`src/rtl/uart_tx.sv`:
```
// 8N1 UART transmitter: start bit, 8 data bits LSB first, stop bit, BAUD_END sclk cycles per bit.
// Accepts a byte on a one-cycle tx_trig pulse while idle; tx_busy covers the frame and tx_done.
module uart_tx #(
  parameter int BAUD_END = 5208,
  parameter int BIT_END  = 10
) (
  input  logic       sclk,
  input  logic       s_rst_n,
  input  logic       tx_trig,
  input  logic [7:0] tx_data,
  output logic       rs232_tx,
  output logic       tx_busy,
  output logic       tx_done
);

  localparam int BW = (BAUD_END > 2) ? $clog2(BAUD_END) : 1;

  typedef enum logic {IDLE, SEND} state_t;

  state_t          state;
  logic            work_en;
  logic            bit_flag;
  logic [BW-1:0]   baud_cnt;
  logic [3:0]      bit_cnt;
  logic [7:0]      tx_data_r;

  logic [3:0]      bit_nxt;
  logic [2:0]      bit_idx;
  logic            line_nxt;

  // The line register looks at the bit index it is about to move to, so the
  // line changes on the same edge as bit_cnt and every bit is exactly BAUD_END.
  always_comb begin
    bit_nxt  = bit_flag ? bit_cnt + 4'd1 : bit_cnt;
    bit_idx  = 3'(bit_nxt - 4'd1);
    line_nxt = 1'b1;
    if (bit_nxt == 4'd0)      line_nxt = 1'b0;
    else if (bit_nxt <= 4'd8) line_nxt = tx_data_r[bit_idx];
  end

  always_ff @(posedge sclk or negedge s_rst_n) begin
    if (!s_rst_n) begin
      state     <= IDLE;
      work_en   <= 1'b0;
      bit_flag  <= 1'b0;
      baud_cnt  <= '0;
      bit_cnt   <= '0;
      tx_data_r <= '0;
      rs232_tx  <= 1'b1;
      tx_busy   <= 1'b0;
      tx_done   <= 1'b0;
    end else begin
      tx_done  <= 1'b0;
      bit_flag <= work_en && (baud_cnt == BW'(BAUD_END - 1));
      baud_cnt <= (work_en && baud_cnt != BW'(BAUD_END - 1)) ? baud_cnt + BW'(1) : '0;
      rs232_tx <= work_en ? line_nxt : 1'b1;
      case (state)
        IDLE: begin
          if (tx_trig) begin
            tx_data_r <= tx_data;
            work_en   <= 1'b1;
            tx_busy   <= 1'b1;
            bit_cnt   <= '0;
            state     <= SEND;
          end
        end
        SEND: begin
          if (work_en) begin
            if (bit_flag) begin
              if (bit_cnt == 4'(BIT_END - 1)) begin
                bit_cnt <= '0;
                work_en <= 1'b0;
                tx_done <= 1'b1;
              end else begin
                bit_cnt <= bit_cnt + 4'd1;
              end
            end
          end else begin
            // Stay busy through the tx_done cycle so a trigger there is dropped.
            state   <= IDLE;
            tx_busy <= 1'b0;
          end
        end
        default: state <= IDLE;
      endcase
    end
  end

endmodule

```
`config.mk`:
```
export PLATFORM = sky130hd
export DESIGN_NAME = uart_tx
export DESIGN_NICKNAME = d
export VERILOG_FILES = /design/src/rtl/uart_tx.sv
export SDC_FILE = /design/constraint.sdc
export NUM_CORES = 1
export LEC_CHECK = 0
export ABC_AREA = 1
export CAP_MARGIN = 20
export CORE_MARGIN = 4
export CORE_UTILIZATION = 52
export CTS_BUF_LIST = sky130_fd_sc_hd__clkbuf_8
export DETAILED_ROUTE_END_ITERATION = 16
export GPL_TIMING_DRIVEN = 0
export PLACE_DENSITY = 0.76
export REMOVE_ABC_BUFFERS = 1
export SYNTH_ARGS = -nofsm -noshare
export SYNTH_HDL_FRONTEND = slang
export SYNTH_SLANG_ARGS = --single-unit
export TNS_END_PERCENT = 50
```
`constraint.sdc`:
```
create_clock -name sclk -period 1.6 [get_ports sclk]
set_clock_uncertainty 0.05 [all_clocks]
set_input_delay 0.4 -clock sclk [delete_from_list [all_inputs] [get_ports sclk]]
set_output_delay 0.4 -clock sclk [all_outputs]
set_load 0.05 [all_outputs]
```
==> results.sh <==
export IMPL_leakage_uw=0.000950
export IMPL_die_width_um=64.1
export IMPL_drt_total_wl_mm=3.45
export IMPL_grt_max_degree=22
export IMPL_vdd_drop_max_mv=0.685
export IMPL_cp_start_kind="flop"
export IMPL_floorplan_initialDensity=0.540
export IMPL_vias_per_cell=5.41
export IMPL_synth_distinct_cells=28
export IMPL_crit_chain="inv_2 > ha_4 > nand2_4 > o21ai_2 > ha_1 > inv_1 > nand3_1 > nand2_1 > nand2_1 > nand3_1 > nand2_1"
export IMPL_setup_ws_ns=-0.0738
export IMPL_num_vias=1411
export IMPL_status="finished with violations"
export IMPL_overflow=0
export IMPL_clkSinkCount=31
export IMPL_grt_pass1_wl_mm=6.11
export IMPL_ys_ff_latch=31
export IMPL_r2r_slack_ns=-0.07
export IMPL_min_path_type="reg -> reg"
export IMPL_synth_warnings=0
export IMPL_clock_latency_ns=0.29
export IMPL_final_cells=261
export IMPL_drc_errors=0
export IMPL_period_needed_ns=1.67
export IMPL_num_fill_cells=252
export IMPL_crit_fanout=5
export IMPL_dp_slack_ns=-0.245
export IMPL_syn_area_mm2=0.00164
export IMPL_clk_pin_slew_ns=0.07
export IMPL_syn_area_per_cell_um2=8.44
export IMPL_setup_viol=1
export IMPL_dr_pass1_iters=4
export IMPL_grt_setup_unrepaired="true"
export IMPL_cts_buffers=5
export IMPL_final_util=0.652
export IMPL_end_kind="flop"
export IMPL_cp_required_ns=1.77
export IMPL_dp_hpwl_mm=2.47
export IMPL_h_tree_depth=2
export IMPL_violations="setup timing"
export IMPL_num_io_pins=14
export IMPL_cts_tree="done"
export IMPL_slew_viol_final=0
export IMPL_drv_cap=0
export IMPL_startpoint="bit_cnt[1]"
export IMPL_slew_headroom=0.378
export IMPL_crit_family="adder cells"
export IMPL_fin_crit_sh=1.05
export IMPL_slowest_stage="dfrtp_2"
export IMPL_arrival_ns=1.85
export IMPL_seq_area_frac_synth=0.475
export IMPL_power_density_mw_per_mm2=824
export IMPL_die_area_mm2=0.00411
export IMPL_antennaDiodeCount=0
export IMPL_crit_buf_inv=2
export IMPL_syn_to_final_growth_pct=20.7
export IMPL_rows=20
export IMPL_fp_dieH_um=64.1
export IMPL_postSynthCellCount=194
export IMPL_clockRootBuffer="clkbuf_8"
export IMPL_grt_pass1_vias=1450
export IMPL_timing_fmax_mhz=597
export IMPL_min_from="baud_cnt[0]"
export IMPL_antenna_left=0
export IMPL_wl_per_cell_um=13.2
export IMPL_path_class="reg -> reg"
export IMPL_coreArea_mm2=0.00303
export IMPL_drive_gt1_frac=0.207
export IMPL_grtUsageTotal=0.195
export IMPL_hold_viol=0
export IMPL_antenna_found_initial=0
export IMPL_finalSetupTns_ns=-0.0738
export IMPL_worst_slew_pin_slew_ns=0.930
export IMPL_cp_common_cell="nand2_1"
export IMPL_ctsHoldBuffers=0
export IMPL_numPlacedInstances=249
export IMPL_port_buffers=13
export IMPL_worst_path_largest_cell_delay_ns=0.45
export IMPL_gp_routability_congestion=0.853
export IMPL_r2r_start="bit_cnt[1]"
export IMPL_cts_buffer_depth=2
export IMPL_hold_ws_ns=0.413
export IMPL_final_nets=231
export IMPL_drt_iter0_drc=83
[through the flow]
step	cell area (um^2)	power, uW
after floorplan	1610	799
final	1980	1630
after global routing	1980	1700
after detailed placement	1810	842
after CTS	1940	1650
after global placement	1800	838
[cell usage after synthesis, drive strengths merged]
cell type	count	share of area
o22ai	3	0.011
nor3	11	0.047
nand2	42	0.10
dfstp	1	0.016
nor3b	1	0.0046
inv	23	0.053
nor2	21	0.051
mux2	4	0.028
nor4	1	0.0038
nand4	4	0.019
and2	1	0.0038
o21ai	4	0.012
nand3	24	0.073
ha	4	0.031
o211ai	1	0.0046
xor2	7	0.037
a21oi	9	0.028
buf	3	0.015
dfrtp	30	0.46
[per-layer routing]
layer,up-vias,wire [um],share of wire,global-route usage
li1,678,-,-,-
met1,685,1330,0.39,0.195
met2,38,1880,0.54,0.359
met3,10,156,0.045,0.0685
met4,0,82,0.024,0.0871
met5,-,0,0,0
[flip-flops by register name, indices dropped and copies added, names as in the netlist]
register and flops:
bit_cnt 4, work_en 1, baud_cnt 13, rs232_tx 1, tx_done 1, tx_busy 1, tx_data_r 8, bit_flag 1
state 1
[layout by cell type (no fill, tap or decap), types with 2 or more instances in the layout]
master / count
nand3_1: 24
clkbuf_8: 6
xor2_1: 7
buf_4: 4
nor3_1: 8
nand4_1: 3
inv_1: 16
nand2_1: 36
nor2_1: 19
o21ai_1: 2
clkdlybuf4s50_1: 10
a21oi_1: 9
nor2_2: 2
o22ai_1: 3
mux2_2: 4
ha_1: 3
nand2_2: 5
dfrtp_2: 3
dfrtp_1: 27
nor3_2: 2
inv_2: 7
[cell type report]
cell class	count	area, um^2	area share
well taps	44	55.1	0.0279
flip-flops and latches	31	781	0.395
clock buffers	6	82.6	0.0418
inverters	23	86.3	0.0437
repair buffers	18	163	0.0823
multi-input cells	137	773	0.391
clock inverters	2	35.0	0.0177
[worst paths after layout]
kind / to / cells after the start
max: rs232_tx / 11
max reg2reg: rs232_tx / 11
min reg2reg: baud_cnt[0] / 1
min: baud_cnt[0] / 1
min in group asynchronous: tx_busy / 1
max in group asynchronous: bit_cnt[1] / 1
[cells by family after synthesis]
| family | after synthesis | share of synthesized area |
|---|---|---|
| adders and majority gates | 4 | 0.0306 |
| xor gates and xnor gates | 7 | 0.0375 |
| and+or+nand+nor | 105 | 0.307 |
| AOI/OAI and AO/OA | 17 | 0.0558 |
| DFF | 31 | 0.475 |
| muxes | 4 | 0.0275 |
| buffers and inverters | 26 | 0.0673 |
[report_power, final]
group	internal, uW	leakage (uW)	switching, uW
logic	23.7	0.000528	19.0
registers	784	0.000361	0
clock network	503	0.0000612	299
total	1310	0.000950	318
[timing repair]
action	4_1_cts	5_1_grt
pin swaps	0	2
buffers inserted	0	4
resized for setup	12	8
endpoints found under the hold margin	0	0
setup endpoints to repair	4	14
No activity file was read; power rests on OpenSTA's default activity.
==> edit 1 (config.mk and constraints unchanged) <==
Register the inputs `tx_trig` and `tx_data` before use. The logic sees them one clock later. Comments in the files are not updated.
--- a/src/rtl/uart_tx.sv
+++ b/src/rtl/uart_tx.sv
@@ -17,4 +17,12 @@
 
   typedef enum logic {IDLE, SEND} state_t;
+
+  logic tx_trig_q;
+  logic [7:0] tx_data_q;
+
+  always_ff @(posedge sclk) begin
+    tx_trig_q <= tx_trig;
+    tx_data_q <= tx_data;
+  end
 
   state_t          state;
@@ -57,6 +65,6 @@
       case (state)
         IDLE: begin
-          if (tx_trig) begin
-            tx_data_r <= tx_data;
+          if (tx_trig_q) begin
+            tx_data_r <= tx_data_q;
             work_en   <= 1'b1;
             tx_busy   <= 1'b1;
Function: changed (a bounded check fails within 4 cycles, from zero or initial values and one cycle with s_rst_n low).
==> edit 1 against the unedited design <==
Cell count grew 5.0%; via count increased by 0.43%; area after synthesis is 11% higher; routed wire length is 3.2% lower; critical endpoint unchanged; hold slack got worse by 9.6 ps; sequential cell count increased by 9; largest cell class unchanged; critical path depth decreased by 1; worst setup slack improved by 100 ps; cell area up 14%.
Power is not compared: it rests on default switching activity, and its combinational part moved more than twofold at a synthesized area within 25%.
==> edit 1: results (changes against the unedited design) <==
Synth
  • FFs w/ async S/R, synth: 77.5% (was 100%)
  • Top cells by instance count after synthesis: nand2_1, dfrtp_1, nand3_1 (unchanged)
  • #FFs+latches synth: 40 (was 31)
  • Syn_area_per_cell: 8.89 um2 (was 8.44 um2)
  • Synth Warn #: 0 (unchanged)
  • Register area share after synthesis: 52.8% (was 47.5%)
  • Top cells by area, synth: dfrtp_1, dfxtp_1, nand2_1 (was dfrtp_1, nand2_1, nand3_1)

Detailed routing
  • DR vias/cell: 5.17 (was 5.41)
  • Iteration-0 DRC Markers: 69 (was 83)
  • Vias: 1417 (was 1411)
  • Met2 WL post-DR: 1580 um (was 1880 um)
  • Wire length on met1: 1590 um (was 1330 um)
  • Met3 wire len: 119 um (was 156 um)

Power
  • Peak VDD IR: 0.000686 V
  • Total power: 2.93 mW
  • Leakage power: between 1 and 1.5 nW
  • Switching Fraction: around 30%

Global routing
  • Met2 Resource Use GR: 26.1% (was 35.9%)
  • GRT Util Overall: 16.4% (was 19.5%)
  • Met1 Usage GRT: 21.0% (was 19.5%)
  • Met3 Use GR: 5.06% (was 6.85%)
  • Vias in the first global route: 1314 (was 1450)
  • First-pass GRT wire length: 5590 um (was 6110 um)

Critical path
  • Worst r2r dst: rs232_tx (unchanged)
  • Max FO, Critical Path: 4 (was 5)
  • Worst EP arrival: 1760 ps (was 1850 ps)
  • R2R depth: 10 (was 11)
  • Reg2reg setup slack: 30 ps (was -70 ps)
  • Critical Path Max Stage Delay: 410 ps (was 450 ps)

Clock network
  • Worst-Skew Late Latency: 290 ps (about the same)
  • Post-cts resize count: 10 (was 12)

Final layout
  • Share of layout cells above drive strength 1: 23.2% (was 20.7%)
  • Biggest regs: baud_cnt (13), tx_data_q (8), tx_data_r (8) (was baud_cnt (13), tx_data_r (8), bit_cnt (4))
  • # fillers: 277 (was 252)
  • CLK BUF: 7 (was 6)
  • Seq area share: 42.8% (was 39.5%)
  • Antenna diodes: 0 (unchanged)
  • Signal inverters: 24 (was 23)
  • ClkCell Share: 5.63% (was 5.95%)
  • Final #Nets: 242 (was 231)
  • Multi-input gate share of total cell area: 36.7% (was 39.1%)
  • Signal buf overhead: 8.19% (was 8.23%)
  • #MultiIn Comb: 138 (was 137)

Place
  • GPL Wtd Cong: 0.870 (was 0.853)
  • DP HPWL: 2200 um (was 2470 um)
  • # placed instances: 261 (was 249)

Min path
  • Hold path depth: 1 (unchanged)
  • End of the worst hold path: tx_data_r[0] (was baud_cnt[0])
  • HP Start: tx_data_q[0] (was baud_cnt[0])

Status
  • Status: finished clean (was finished, violations left)

STA
  • Tightest Pin Transition: 603 ps (was 930 ps)
edit 1: cells by family (layout without fill, tap and decap cells):
logic type | count (synthesis) | in the layout | share of synthesized area [%]
simple gates | 105 | 106 | 26.6
flops | 40 | 40 | 52.8
buf+inv | 27 | 50 | 6.76
compound gates | 17 | 17 | 5.24
xor+xnor | 7 | 7 | 3.38
fa+ha+maj | 4 | 4 | 2.76
mux | 4 | 4 | 2.48
edit 1: worst max-delay path by stage:
stage	to	depth (start not counted)	slack (ps)
4_1_cts	rs232_tx	11	-190
5_1_grt	rs232_tx	10	-30
6_report	rs232_tx	10	30
3_3_place_gp	baud_cnt[0]	1	-470
3_5_place_dp	rs232_tx	10	-180
2_1_floorplan	rs232_tx	10	-40
edit 1: per-stage QoR:
stage	hold slack, ps	area, um2	worst slack (ps)
after floorplan	54.4	1780	-35.1
after global placement	394	1970	-472
after detailed placement	401	2000	-180
after CTS	412	2120	-185
after global routing	430	2250	-29.4
final	404	2250	30.1
==> edit 2 (config.mk and constraints unchanged) <==
Made on the original files. Change the parameter `BAUD_END` from 5208 to 2604.
--- a/src/rtl/uart_tx.sv
+++ b/src/rtl/uart_tx.sv
@@ -2,5 +2,5 @@
 // Accepts a byte on a one-cycle tx_trig pulse while idle; tx_busy covers the frame and tx_done.
 module uart_tx #(
-  parameter int BAUD_END = 5208,
+  parameter int BAUD_END = 2604,
   parameter int BIT_END  = 10
 ) (
Function: no difference found for any inputs over 10 cycles, from zero or initial values and one cycle with s_rst_n low; that may be too few to reach the edited logic, so the function may still have changed.
==> edit 2 against the unedited design <==
Area after synthesis down 4.4%; synthesized cell count is 2.6% lower; sequential power is 3.2% lower; critical path depth did not move; sequential cell count decreased by 1; routed wire length down 7.0%; power is 13% lower; cell area down 3.4%; the run still ends with setup timing left; maximum frequency is 3.9% higher; worst setup slack better by 63 ps.
==> edit 2: results (changes against the unedited design) <==
Detailed routing
  • Wire length on met1: 1400 um (was 1330 um)
  • Met3 wire len: 153 um (was 156 um)
  • DR vias/cell: 5.41 (about the same)
  • Met2 WL post-DR: 1600 um (was 1880 um)
  • Post-Route WL: 3210 um (was 3450 um)

Synth
  • Adder-cell share of the synthesized area: 3.20% (was 3.06%)
  • Post-synthesis compound-gate area fraction: 7.11% (was 5.58%)
  • Distinct cells, synth: 27 (was 28)
  • Top cells by area, synth: dfrtp_1, nand2_1, nand3_1 (unchanged)
  • Post-synthesis xor/xnor area fraction: 3.36% (was 3.75%)

STA
  • Final setup violating endpoints: 1 (unchanged)
  • Final setup margin: -10.4 ps (was -73.8 ps)

Final layout
  • Biggest regs: baud_cnt (12), tx_data_r (8), bit_cnt (4) (was baud_cnt (13), tx_data_r (8), bit_cnt (4))
  • Sequential Area: 756 um2 (was 781 um2)
  • Non-clock buffers: 17 (was 18)
  • Multi-input gate area: 763 um2 (was 773 um2)
  • Share of layout cells above drive strength 1: 21.8% (was 20.7%)
  • Count of flip-flops and latches: 30 (was 31)
  • # fillers: 240 (was 252)
  • Signal buf overhead: 8.85% (was 8.23%)

Place
  • DP HPWL: 2100 um (was 2470 um)

Global routing
  • Met1 Usage GRT: 21.2% (was 19.5%)
  • GRT Util Overall: 17.0% (was 19.5%)
  • Met3 Use GR: 6.47% (was 6.85%)

Critical path
  • Worst EP arrival: 1780 ps (was 1850 ps)
  • Crit-path slowest cell: dfrtp_1 (was dfrtp_2)

Status
  • Failing checks: setup timing (unchanged)
  • Status: finished, violations left (unchanged)

Clock network
  • Post-cts resize count: 9 (was 12)

Power
  • Comb group: 0.0474 mW (was 0.0427 mW)
  • Peak VDD IR: 0.000512 V (was 0.000685 V)
  • Clock share of power: 43.0% (was 49.3%)
==> edit 2: cell count changes after synthesis, sizes merged, moves of 2 or more <==
| cell | change |
|---|---|
| nor3 | -8 |
| o21ai | +4 |
| nor2 | +2 |
| o22ai | -2 |
| xor2 | -2 |
==> edit 2: metrics by stage <==
step	power (mW)	worst slack, ps	util [%]	std cells
after floorplan	0.773	-22.1	-	186
after global placement	0.811	-379	61.0	230
after detailed placement	0.821	-222	62.0	231
after CTS	1.42	-190	65.0	239
after global routing	1.48	-95.6	68.1	242
final	1.42	-10.4	68.1	242
==> edit 2: worst min path at each step <==
stage                 startpoint           end  slack (ps)  cells after the start
CTS                        state       tx_busy         460                      1
global route        tx_data_r[0]  tx_data_r[0]         490                      1
finish               baud_cnt[0]   baud_cnt[0]         450                      1
global placement    tx_data_r[4]  tx_data_r[4]         440                      2
detailed placement         state       tx_busy         450                      1
floorplan                s_rst_n   baud_cnt[0]          50                      0
